===== config.mk =====
export PLATFORM = sky130hd
export DESIGN_NAME = full_adder
export DESIGN_NICKNAME = d
export VERILOG_FILES = /design/src/rtl/full_adder.sv
export SDC_FILE = /design/constraint.sdc
export NUM_CORES = 1
export LEC_CHECK = 0
export ABC_AREA = 1
export CAP_MARGIN = 30
export CORE_AREA = 3 3 40 42
export DETAILED_ROUTE_END_ITERATION = 16
export DIE_AREA = 0 0 43 45
export SLEW_MARGIN = 20
export SYNTH_ARGS = -nofsm -noshare
export SYNTH_HDL_FRONTEND = slang
export SYNTH_HIERARCHICAL = 1
export SYNTH_SLANG_ARGS = --single-unit

===== constraint.sdc =====
create_clock -name clk -period 2.6 [get_ports clk]
set_input_delay 0.52 -clock clk [delete_from_list [all_inputs] [get_ports clk]]
set_output_delay 0.52 -clock clk [all_outputs]
set_load 0.05 [all_outputs]

===== src/rtl/full_adder.sv =====
// Registered WIDTH-bit ripple-carry adder with a valid qualifier and 1-cycle latency.
// Optional signed-overflow output is enabled by defining FULL_ADDER_OVF_EN.

module full_adder_cell (
  input  logic i_a,
  input  logic i_b,
  input  logic i_ci,
  output logic o_s,
  output logic o_co
);
  logic w_p;
  assign w_p  = i_a ^ i_b;
  assign o_s  = w_p ^ i_ci;
  assign o_co = (i_a & i_b) | (i_ci & w_p);
endmodule

module full_adder #(
  parameter int WIDTH = 1
) (
  input  logic             clk,
  input  logic             rst_n,
  input  logic             in_valid,
  input  logic [WIDTH-1:0] A,
  input  logic [WIDTH-1:0] B,
  input  logic             C,
  output logic [WIDTH-1:0] sum,
  output logic             carry,
  output logic             out_valid
`ifdef FULL_ADDER_OVF_EN
  ,
  output logic             overflow
`endif
);
  // w_c[i] is the carry into bit i; w_c[WIDTH] is the carry-out.
  logic [WIDTH:0]   w_c;
  logic [WIDTH-1:0] w_s;

  logic [WIDTH-1:0] r_sum;
  logic             r_carry;
  logic             r_vld;

  assign w_c[0] = C;

  full_adder_cell u_cell [WIDTH-1:0] (
    .i_a  (A),
    .i_b  (B),
    .i_ci (w_c[WIDTH-1:0]),
    .o_s  (w_s),
    .o_co (w_c[WIDTH:1])
  );

  // Datapath flops load only on accepted inputs, so X on idle cycles never reaches them.
  always_ff @(posedge clk) begin
    if (!rst_n) begin
      r_sum   <= '0;
      r_carry <= 1'b0;
      r_vld   <= 1'b0;
    end else begin
      r_vld <= in_valid;
      if (in_valid) begin
        r_sum   <= w_s;
        r_carry <= w_c[WIDTH];
      end
    end
  end

  assign sum       = r_sum;
  assign carry     = r_carry;
  assign out_valid = r_vld;

`ifdef FULL_ADDER_OVF_EN
  logic r_ovf;

  always_ff @(posedge clk) begin
    if (!rst_n)        r_ovf <= 1'b0;
    else if (in_valid) r_ovf <= w_c[WIDTH] ^ w_c[WIDTH-1];
  end

  assign overflow = r_ovf;
`endif

endmodule


==> results.sh <==
export IMPL_clock_sinks=3
export IMPL_ys_seq_area_share_pct=48.0
export IMPL_pwr_density_cell_nw_per_um2=673
export IMPL_setup_violations=0
export IMPL_rsz0062_at_grt="false"
export IMPL_start_util_pct=9.74
export IMPL_synth_area_sq_um=125
export IMPL_crit_chain="clkdlybuf4s50_1"
export IMPL_avgViaCountPerCell=3.14
export IMPL_cap_violations=0
export IMPL_clkLatencyLatePin_ps=230
export IMPL_crit_required_ps=2080
export IMPL_drtIter0Drc=3
export IMPL_status="complete, no violations"
export IMPL_power_leakage_nw=0.117
export IMPL_grt_overflow_total=0
export IMPL_critPathMaxStageDelay_ps=800
export IMPL_numPortBuffers=8
export IMPL_pwr_share_clk_pct=48.5
export IMPL_synthArstFlopShare_pct=0
export IMPL_cp_num_buf_inv=1
export IMPL_cts_tree="yes"
export IMPL_crit_fanout=2
export IMPL_holdCritPathClass="reg2reg"
export IMPL_detail_route_antenna_nets=0
export IMPL_cp_slowest_cell="clkdlybuf4s50_1"
export IMPL_post_cts_resized=0
export IMPL_htree_levels=1
export IMPL_timing_slew_headroom_pct=66.9
export IMPL_clkTransAtPathRegs_ps=40
export IMPL_track_usage_pct=4.41
export IMPL_diodes=0
export IMPL_rows=13
export IMPL_switching_share_pct=26.9
export IMPL_ys_ff_latch=3
export IMPL_wl_um=282
export IMPL_yosys_most_used_dff="dfxtp_1"
export IMPL_drive_above_1_share_pct=10.7
export IMPL_hold_viol=0
export IMPL_cts_buffers_inserted=3
export IMPL_die_area_sq_um=1940
export IMPL_cts_setup_buffers=0
export IMPL_drc=0
export IMPL_critical_path_top_delay_family="buffers and inverters"
export IMPL_wl_per_cell_um=6.56
export IMPL_grt_start_max_net_pins=6
export IMPL_yosysTopAreaCell="dfxtp_1"
export IMPL_pwr_share_seq_pct=30.3
export IMPL_synth_top_cell_area_share_pct=48.0
export IMPL_avgSynthCellArea_sq_um=7.82
export IMPL_yosys_warnings=6
export IMPL_min_period_over_period_pct=72.5
export IMPL_fp_dieH_um=45
export IMPL_postCtsHoldBufs=0
export IMPL_ys_types=5
export IMPL_fin_setup_tns_ps=0
export IMPL_crit_type="reg2out"
export IMPL_grt_pass1_wl_um=545
export IMPL_syn_nets=23
export IMPL_fillers=157
export IMPL_synth_edff_count=0
export IMPL_finClkSkew_ps=0
export IMPL_startpoint_type="flip-flop"
export IMPL_slew_viol_final=0
export IMPL_die_width_um=43
export IMPL_grt_pass1_vias=149
export IMPL_antenna_found_initial=0
export IMPL_cts_root_buf="clkbuf_4"
export IMPL_io_pins=9
export IMPL_finalCriticalPeriod_ps=1880
export IMPL_clockBufferDepth=2
export IMPL_ir_drop_mv=0.0608
export IMPL_synthTopCellsByArea="dfxtp_1 (48%), fa_1 (16%), nand2_1 (15%)"
export IMPL_core_sq_um=1280
export IMPL_fmax_ghz=0.531
export IMPL_p_int_uw=123
export IMPL_yosys_top_cells_count="nand2_1 (5), nor2_1 (4), dfxtp_1 (3), inv_1 (3), fa_1 (1)"
export IMPL_num_vias=135
export IMPL_synth_cells=16
export IMPL_final_nets=36
export IMPL_end_kind="primary output"
export IMPL_p_sw_uw=45.3
export IMPL_worstMarginPinSlew_ps=495
export IMPL_comb_power_share_pct=21.2
export IMPL_area_growth_pct=100
export IMPL_timing_reg2reg_setup_slack_ps=2040
export IMPL_place_congestion=0.643
export IMPL_cp_arrival_ps=1360
export IMPL_worst_hold_slack_ps=468
export IMPL_post_synth_top_count_cell="nand2_1"
export IMPL_detailed_place_hpwl_um=216
export IMPL_drtPass1Iterations=2
[per-stage QoR]
step           utilization, %  std cells  area [sq um]  setup WS [ps]  power (mW)
3_3_place_gp             17.4         39           224            849      0.0876
6_report                 19.5         43           250            716       0.168
4_1_cts                  19.5         43           250            697       0.173
5_1_grt                  19.5         43           250            654       0.183
3_5_place_dp             17.4         39           224            835      0.0878
2_1_floorplan               -         16           125           1330      0.0706
[metal layers]
metal	GRT usage, %	wire, um	up-vias
met3	2.79	30	0
li1	-	-	70
met5	0	0	-
met4	7.23	0	0
met2	5.69	160	6
met1	3.61	91	59
[cells in the final DEF (no fill, tap or decap)]
cell type	count
fa_1	1
clkbuf_1	1
dfxtp_1	3
nand2_1	5
clkbuf_4	3
clkdlybuf4s50_1	8
inv_1	3
nor2_1	4
[registers in the layout, summed over array words and instances, names as in the netlist]
name and count:
out_valid 1, sum 1, carry 1
[kinds of logic after synthesis]
family        count (synthesis)  synth area share, %
simple gates                  9                 27.0
flops                         3                 48.0
buf+inv                       3                 9.00
fa+ha+maj                     1                 16.0
[power groups by stage]
stage / clock, mW / combinational [mW] / sequential (mW)
2_1_floorplan: 0 / 0.00708 / 0.0635
3_3_place_gp: 0 / 0.0360 / 0.0517
3_5_place_dp: 0 / 0.0361 / 0.0518
4_1_cts: 0.0853 / 0.0362 / 0.0511
5_1_grt: 0.0927 / 0.0388 / 0.0518
6_report: 0.0817 / 0.0356 / 0.0510
[worst paths after layout]
path                      startpoint  cells after the start            endpoint
setup / recovery  carry$_SDFFE_PN0P_                      1               carry
setup reg to reg  carry$_SDFFE_PN0P_                      2  carry$_SDFFE_PN0P_
hold / removal      sum$_SDFFE_PN0P_                      2    sum$_SDFFE_PN0P_
hold reg to reg     sum$_SDFFE_PN0P_                      2    sum$_SDFFE_PN0P_
[cell type report]
cell class | instances | area [sq um] | area share [%]
inverter | 3 | 11.3 | 4.50
sequential | 3 | 60.1 | 24.0
tap | 15 | 18.8 | 7.50
multi-input combinational | 10 | 53.8 | 21.5
timing repair buffer | 8 | 80.1 | 32.0
clock buffer | 4 | 26.3 | 10.5
Note: power is estimated with default switching activity, not from simulation.
